$ cat config.mk
export PLATFORM = sky130hd
export DESIGN_NAME = uart_piso_flat
export DESIGN_NICKNAME = d
export VERILOG_FILES = /design/src/rtl/uart_piso_if.sv /design/src/rtl/uart_piso.sv /design/src/flat_wrapper.sv
export SDC_FILE = /design/constraint.sdc
export NUM_CORES = 1
export LEC_CHECK = 0
export BUFFER_PORTS_ARGS = -buffer_cell sky130_fd_sc_hd__buf_4
export CAP_MARGIN = 20
export CORE_MARGIN = 2
export CORE_UTILIZATION = 25
export CTS_BUF_LIST = sky130_fd_sc_hd__clkbuf_8 sky130_fd_sc_hd__clkbuf_16
export CTS_CLUSTER_DIAMETER = 80
export DETAILED_ROUTE_END_ITERATION = 16
export GPL_TIMING_DRIVEN = 0
export PLACE_DENSITY = 0.49
export RECOVER_POWER = 25
export SETUP_SLACK_MARGIN = 0.5
export SLEW_MARGIN = 0
export SYNTH_ARGS = -nofsm -noshare
export SYNTH_HDL_FRONTEND = slang
export SYNTH_SLANG_ARGS = --single-unit
$ cat constraint.sdc
create_clock -name baud_out -period 5.16 [get_ports baud_out]
set_input_delay 0.516 -clock baud_out [delete_from_list [all_inputs] [get_ports baud_out]]
set_output_delay 0.516 -clock baud_out [all_outputs]
set_load 0.02 [all_outputs]
$ cat src/rtl/uart_piso_if.sv
// UART TX shift-stage bus: frame, run-time config, start request and serial/status outputs.
interface uart_piso_if;
    logic [11:0] frame_out;
    logic [1:0]  parity_type;
    logic        stop_bits;
    logic        data_length;
    logic        send;
    logic        data_out;
    logic        P_parity_out;
    logic        tx_active;
    logic        tx_done;

    modport master (
        output frame_out, parity_type, stop_bits, data_length, send,
        input  data_out, P_parity_out, tx_active, tx_done
    );

    modport slave (
        input  frame_out, parity_type, stop_bits, data_length, send,
        output data_out, P_parity_out, tx_active, tx_done
    );
endinterface

$ cat src/rtl/uart_piso.sv
// UART TX shift stage: latches a 9..12 bit frame on a send rising edge and shifts it out LSB-first.
// Optional macro PISO_PARITY_OVERRIDE_EN replaces the transmitted parity bit with the computed one.
module uart_piso (
    input  logic         baud_out,
    input  logic         rst,
    uart_piso_if.slave   bus
);
    typedef enum logic [1:0] {StIdle, StShift, StDone} state_e;

    state_e      r_state;
    state_e      w_next_state;
    logic        r_send_prev;
    logic [11:0] r_frame;
    logic [3:0]  r_len;
    logic [3:0]  r_idx;
    logic        r_parity;

    logic        w_send_rise;
    logic        w_par_en;
    logic [7:0]  w_data_bits;
    logic        w_parity;
    logic [3:0]  w_len;
    logic [11:0] w_frame_ld;
    logic        w_data_out;
    logic        w_tx_active;
    logic        w_tx_done;

    assign w_send_rise = bus.send & ~r_send_prev;

    // Frame decode from the live inputs; only consumed on the latching cycle.
    always_comb begin
        w_par_en    = (bus.parity_type == 2'b01) || (bus.parity_type == 2'b10);
        w_data_bits = bus.data_length ? bus.frame_out[8:1] : {1'b0, bus.frame_out[7:1]};
        w_parity    = 1'b0;
        if (bus.parity_type == 2'b01) begin
            w_parity = ~(^w_data_bits);
        end else if (bus.parity_type == 2'b10) begin
            w_parity = ^w_data_bits;
        end
        w_len = 4'd1 + (bus.data_length ? 4'd8 : 4'd7) + {3'b000, w_par_en}
              + (bus.stop_bits ? 4'd2 : 4'd1);
        w_frame_ld = bus.frame_out;
`ifdef PISO_PARITY_OVERRIDE_EN
        if (w_par_en) begin
            if (bus.data_length) begin
                w_frame_ld[9] = w_parity;
            end else begin
                w_frame_ld[8] = w_parity;
            end
        end
`endif
    end

    always_comb begin
        w_next_state = r_state;
        w_data_out   = 1'b1;
        w_tx_active  = 1'b0;
        w_tx_done    = 1'b0;
        unique case (r_state)
            StIdle: begin
                if (w_send_rise) begin
                    w_next_state = StShift;
                end
            end
            StShift: begin
                w_data_out  = r_frame[r_idx];
                w_tx_active = 1'b1;
                if (r_idx == r_len - 4'd1) begin
                    w_next_state = StDone;
                end
            end
            StDone: begin
                w_tx_done    = 1'b1;
                w_next_state = StIdle;
            end
            default: w_next_state = StIdle;
        endcase
    end

    always_ff @(posedge baud_out) begin
        if (rst) begin
            r_state     <= StIdle;
            r_send_prev <= 1'b0;
            r_frame     <= 12'hFFF;
            r_len       <= 4'd0;
            r_idx       <= 4'd0;
            r_parity    <= 1'b0;
        end else begin
            r_state     <= w_next_state;
            r_send_prev <= bus.send;
            if (r_state == StIdle && w_send_rise) begin
                r_frame  <= w_frame_ld;
                r_len    <= w_len;
                r_idx    <= 4'd0;
                r_parity <= w_parity;
            end else if (r_state == StShift) begin
                r_idx <= r_idx + 4'd1;
            end
        end
    end

    assign bus.data_out     = w_data_out;
    assign bus.tx_active    = w_tx_active;
    assign bus.tx_done      = w_tx_done;
    assign bus.P_parity_out = r_parity;
endmodule

$ cat src/flat_wrapper.sv
// flat-port wrapper written by rule: the top's interface ports become plain ports
module uart_piso_flat 
  (baud_out, rst, bus_frame_out, bus_parity_type, bus_stop_bits, bus_data_length, bus_send, bus_data_out, bus_P_parity_out, bus_tx_active, bus_tx_done);
  uart_piso_if bus_i ();
  input  logic baud_out;
  input  logic rst;
  input wire logic [$bits(bus_i.frame_out)-1:0] bus_frame_out;
  input wire logic [$bits(bus_i.parity_type)-1:0] bus_parity_type;
  input wire logic [$bits(bus_i.stop_bits)-1:0] bus_stop_bits;
  input wire logic [$bits(bus_i.data_length)-1:0] bus_data_length;
  input wire logic [$bits(bus_i.send)-1:0] bus_send;
  output wire logic [$bits(bus_i.data_out)-1:0] bus_data_out;
  output wire logic [$bits(bus_i.P_parity_out)-1:0] bus_P_parity_out;
  output wire logic [$bits(bus_i.tx_active)-1:0] bus_tx_active;
  output wire logic [$bits(bus_i.tx_done)-1:0] bus_tx_done;
  assign bus_i.frame_out = bus_frame_out;
  assign bus_i.parity_type = bus_parity_type;
  assign bus_i.stop_bits = bus_stop_bits;
  assign bus_i.data_length = bus_data_length;
  assign bus_i.send = bus_send;
  assign bus_data_out = bus_i.data_out;
  assign bus_P_parity_out = bus_i.P_parity_out;
  assign bus_tx_active = bus_i.tx_active;
  assign bus_tx_done = bus_i.tx_done;
  uart_piso u_core (.baud_out(baud_out), .rst(rst), .bus(bus_i));
endmodule
Yosys cells after proc, flatten, opt, wreduce, memory -nomap -nowiden
Index checks and enable logic that the tools add are counted.

storage, ports and cells
  input bits = 19
  bits in registers = 24
  output and inout bits = 4
  logic and storage cells = 41

operators by class
  $lt $le $gt $ge = 1
  muxes and demuxes = 13
  add/subtract/negate cells = 5
  bitwise gates (word level) = 3
  reduce and logical (&&, ||, !) cells = 6
  equality and inequality tests = 7

operator list
  operator               number
  $mux W8                1
  $reduce_xor A8 Y1      1
  $mux W1                6
  $mux W2                3
  $lt A4 B5 Y1 const B   1
  $add A1 B4 Y4 const A  1
  $add A4 B1 Y4          1
  $add A4 B1 Y4 const B  1
  $add A4 B4 Y4          1
  $bmux W1 S4            1
  $eq A2 B1 Y1 const B   2
  $eq A2 B2 Y1 const B   2
  $eq A4 B4 Y1           1
  $mux W4                1
  $ne A2 B1 Y1 const B   2
  $pmux W2 S2            1
  $sub A4 B1 Y4 const B  1
  $logic_not A2 Y1       1
  $not A1 Y1             2
  $reduce_and A2 Y1      1
  $reduce_or A2 Y1       1
  $and A1 B1 Y1          1
  $logic_and A1 B1 Y1    1
  $logic_or A1 B1 Y1     1

Logic depth before layout (Yosys ltp)
  depth in word-level cells = 4
  gate-level depth with buffers = 8
  gate-level depth less buffers = 8

Least setup slack after synthesis
OpenSTA, ideal clock, no wires.

  kind = input to register
  from = input bus_parity_type[0]
  to = register u_core.r_len[2]
  required time = 5.074 ns
  setup time = 0.086 ns
  buffers on the path = 0
  slack = 3.099 ns
  stages on the path = 8
  arrival time = 1.976 ns
  cell sequence = inv_1 -> ha_1 -> ha_1 -> inv_1 -> ha_1 -> fa_1 -> xnor2_1 -> a211oi_1

on the way
  word-level cells in the longest chain between the ends = 4
  elaborated cells between the ends (all ways) = 5
  those cells by class = add/sub (2); eq/ne (2); reduce/logical (1)

ends and longest elaborated chain
  what                                                 line               RTL
  start, declared                                      flat_wrapper.sv:8  input wire logic [$bits(bus_i.parity_type)-1:0] bus_parity_type;
  $eq A2 B1 Y1 / $eq A2 B2 Y1 (equally long branches)  uart_piso.sv:32    w_par_en = (bus.parity_type == 2'b01) || (bus.parity_type == 2'b10);
  $logic_or A1 B1 Y1 *                                 uart_piso.sv:32
  $add A4 B1 Y4 *                                      uart_piso.sv:40    w_len = 4'd1 + (bus.data_length ? 4'd8 : 4'd7) + {3'b000, w_par_en}
  $add A4 B4 Y4 *                                      uart_piso.sv:41    + (bus.stop_bits ? 4'd2 : 4'd1);
  end signal, assigned                                 uart_piso.sv:93    r_len <= w_len;
  end, declared                                        uart_piso.sv:14    logic [3:0] r_len;

Every way passes the cells marked *; elsewhere a longest branch is shown, timed or not.
A chain may end at the register's enable or synchronous reset.

Final worst setup path
  from = register u_core.r_idx[0]
  to = output bus_data_out

on the way
  word-level cells in the longest chain between the ends = 3

ends and longest elaborated chain
  what                           line                RTL
  start, declared                uart_piso.sv:15     logic [3:0] r_idx;
  start signal, assigned         uart_piso.sv:97     r_idx <= r_idx + 4'd1;
  $bmux W1 S4                    uart_piso.sv:66     w_data_out = r_frame[r_idx];
  $mux W1 (not written as such)  uart_piso.sv:66
  $mux W1                        uart_piso.sv:59     unique case (r_state)
  end, declared                  flat_wrapper.sv:12  output wire logic [$bits(bus_i.data_out)-1:0] bus_data_out;

Every way passes these cells. The select of a mux whose other input is x is not followed.

==> results.tsv <==
stage	metric	value	unit
power	switching share of power	25.1	%
yosys	Yosys warnings	0	
cts	CTS tree	built	
cts	CTS hold repair buffers	0	
grt	gr ovfl total	0	
yosys	syn_nets	158	
detailed_routing	Via Count	1010	
worst_setup_path	Worst Path Required	4.64	ns
cts	clock tree sinks	24	
timing	final hold slack	0.441	ns
floorplan	Die Area	5800	um^2
place	port buffer count	22	
timing	Final Hold Violating Endpoints	0	
grt	vias in the first global route	1048	
power	Comb pwr share	21.9	%
cts	setup bufs post-CTS	0	
timing	min cycle time layout	2.50	ns
worst_setup_path	Critical Path Fanout Max	6	
worst_setup_path	Worst setup SP type	flop	
worst_setup_path	CP Class	reg -> out	
floorplan	std cell rows	26	
timing	Rel. slew slack	66.0	%
timing	achievable frequency	0.401	GHz
cells_and_area	layout cell share with drive strength beyond 1	18.6	%
detailed_routing	drt wl/cell	12.3	um
yosys	Post-synth ARST share	0	%
yosys	post-synthesis sequential area ratio	36.9	%
yosys	Mean Syn Cell Area	10.0	um^2
worst_setup_path	CP Data Arrival Time	1.98	ns
floorplan	IO Pins	23	
hold_path	Worst Hold Class	in -> reg	
power	Int Power	0.357	mW
cells_and_area	highest-count cells in the layout ignoring fill and taps	dfxtp_1, buf_4, nor2b_1	
timing	Worst-Margin Slew	0.510	ns
cts	CTS buffer count	3	
yosys	ys flop type	dfxtp_1	
power	clock power share	34.7	%
yosys	Synth Area in XOR/XNOR	12.5	%
detailed_routing	number of vias per cell	4.47	
detailed_routing	Detail Route Antenna Nets	0	
cts	Worst-path clk slew	0.09	ns
status	status	complete, no violations	
yosys	adder-cell share of the synthesized area	9.22	%
cells_and_area	area delta synth->final	23.4	%
yosys	multiplexer share of the synthesized area	7.49	%
floorplan	die height	76.2	um
grt	GR Util All Layers	10.3	%
timing	final period utilization	48.4	%
worst_setup_path	Reg2Reg Setup Slack	3.15	ns
cells_and_area	multi-input logic area	738	um^2
power	Sw Pwr	0.120	mW
yosys	simple-gate share of the synthesized area	15.4	%
yosys	Mapped Area	1300	um^2
cts	root buffer cell	clkbuf_8	
power	worst ir drop on vdd	115	uV
power	Pleak	0.658	nW
cells_and_area	diode count	0	
yosys	largest family of logic cells by synthesized area	simple AND/OR/NAND/NOR gates	
grt	largest net degree at the start of global routing	15	
detailed_routing	DR iter-0 viols	64	
cells_and_area	Layout Nets	185	
place	gpl congestion	0.731	
place	DP Wirelength	2160	um
cts	clock tree buffer depth	2	
yosys	compound-cell area share of the yosys netlist	12.1	%
timing	final total negative setup slack	0	ns
yosys	Yosys reg bits	24	
timing	clock skew	0.00620	ns
yosys	Synth cell types	28	
floorplan	Placeable Area	5070	um^2
worst_setup_path	Crit. End Element	output pin	
grt	first-pass GRT wire length	4840	um
floorplan	Die Wd	76.2	um
timing	final setup vio count	0	
cts	Resized cells post-CTS	0	
run	max-cap viol count	0	
power	Reg power frac	43.4	%
timing	final slew viol count	0	
cells_and_area	Reg area	480	um^2
cells_and_area	fillcell total	563	
yosys	Synth Instances	130	
yosys	Post-synth EDFFs	0	
timing	RSZ-0062 raised after global routing	no	
cells_and_area	commonest non-fill, non-tap cell in the layout	dfxtp_1	
grt	initial antenna violation count	0	
power	Pwr Density	297	nW/um^2
cts	Clk Latency, worst-skew pair	0.27	ns
detailed_routing	drt pass-1 iters	4	
cts	htree depth	1	
detailed_routing	Residual DRC	0	
floorplan	Starting Density	25.7	%
detailed_routing	DRT Wirelength	2790	um
## routing by layer
metal / up-vias / wire length (um) / GRT usage (%)
met5: - / 0 / 0
met4: 0 / 27 / 2.73
met3: 2 / 125 / 3.20
met2: 19 / 1290 / 17.0
met1: 497 / 1350 / 13.1
li1: 492 / - / -
## power groups by stage
stage / Combinational (mW) / Sequential (mW) / Clock [mW]
2_1_floorplan: 0.0766 / 0.210 / 0
3_3_place_gp: 0.104 / 0.211 / 0
3_5_place_dp: 0.108 / 0.211 / 0
4_1_cts: 0.109 / 0.207 / 0.170
5_1_grt: 0.119 / 0.209 / 0.177
6_report: 0.105 / 0.207 / 0.166
## cell type report
type	count	share of cell area, %
plain buffers	8	2.18
clock buffers	3	2.57
clock inverters	1	1.87
inverters	10	2.33
multi-input cells	88	45.9
flip-flops and latches	24	29.9
well taps	70	5.45
repair buffers	22	9.81
## per-stage QoR
stage	area (um^2)	total power [mW]	setup WS, ns	cells	utilization [%]
finish	1610	0.477	2.66	226	31.7
global route	1610	0.504	2.50	226	31.7
CTS	1630	0.486	2.61	226	32.1
detailed placement	1560	0.319	2.89	222	30.6
global placement	1560	0.315	2.92	222	30.6
floorplan	1300	0.286	3.10	130	-
## logic make-up after synthesis
logic type,count (synthesis)
AO/OA/AOI/OAI,19
XOR/XNOR,17
AND/OR/NAND/NOR,37
multiplexers,6
buffers and inverters,18
adder cells (fa/ha/maj),9
flip-flops,24
## state kept, by name, indices dropped and copies added (netlist names)
signal,cells
u_core.r_frame,12
u_core.r_idx,4
u_core.bus.P_parity_out,1
u_core.r_state,2
u_core.r_len,4
u_core.r_send_prev,1
## critical path, cell delays in order (launching register included)
cell	delay (ns)
dfxtp_1	0.34
clkbuf_1	0.36
mux4_2	0.56
mux2i_1	0.14
o211ai_1	0.11
buf_4	0.20
## cell usage after synthesis, drive strengths merged, types with 3 or more instances
cell	number	area share, %
a211o	12	8.2
a21oi	3	1.2
clkbuf	5	1.4
dfxtp	24	37
ha	8	7.7
inv	10	2.9
mux2i	3	2.3
mux4	3	5.2
nand2	3	0.86
nor2	9	2.6
nor2b	15	7.2
nor3	5	1.9
xnor2	10	6.7
xor2	6	4.0
## final timing paths
path	cells past startpoint	endpoint	start
min reg2reg	2	u_core.r_len[2]$_SDFFE_PP0P_	u_core.r_len[2]$_SDFFE_PP0P_
max reg2reg	5	u_core.r_len[3]$_SDFFE_PP0P_	u_core.r_state[0]$_SDFFE_PP0P_
max	5	bus_data_out	u_core.r_idx[0]$_SDFFE_PP0P_
min	2	u_core.r_frame[11]$_SDFFE_PP1P_	bus_frame_out[11]
(Power assumes the default switching activity.)
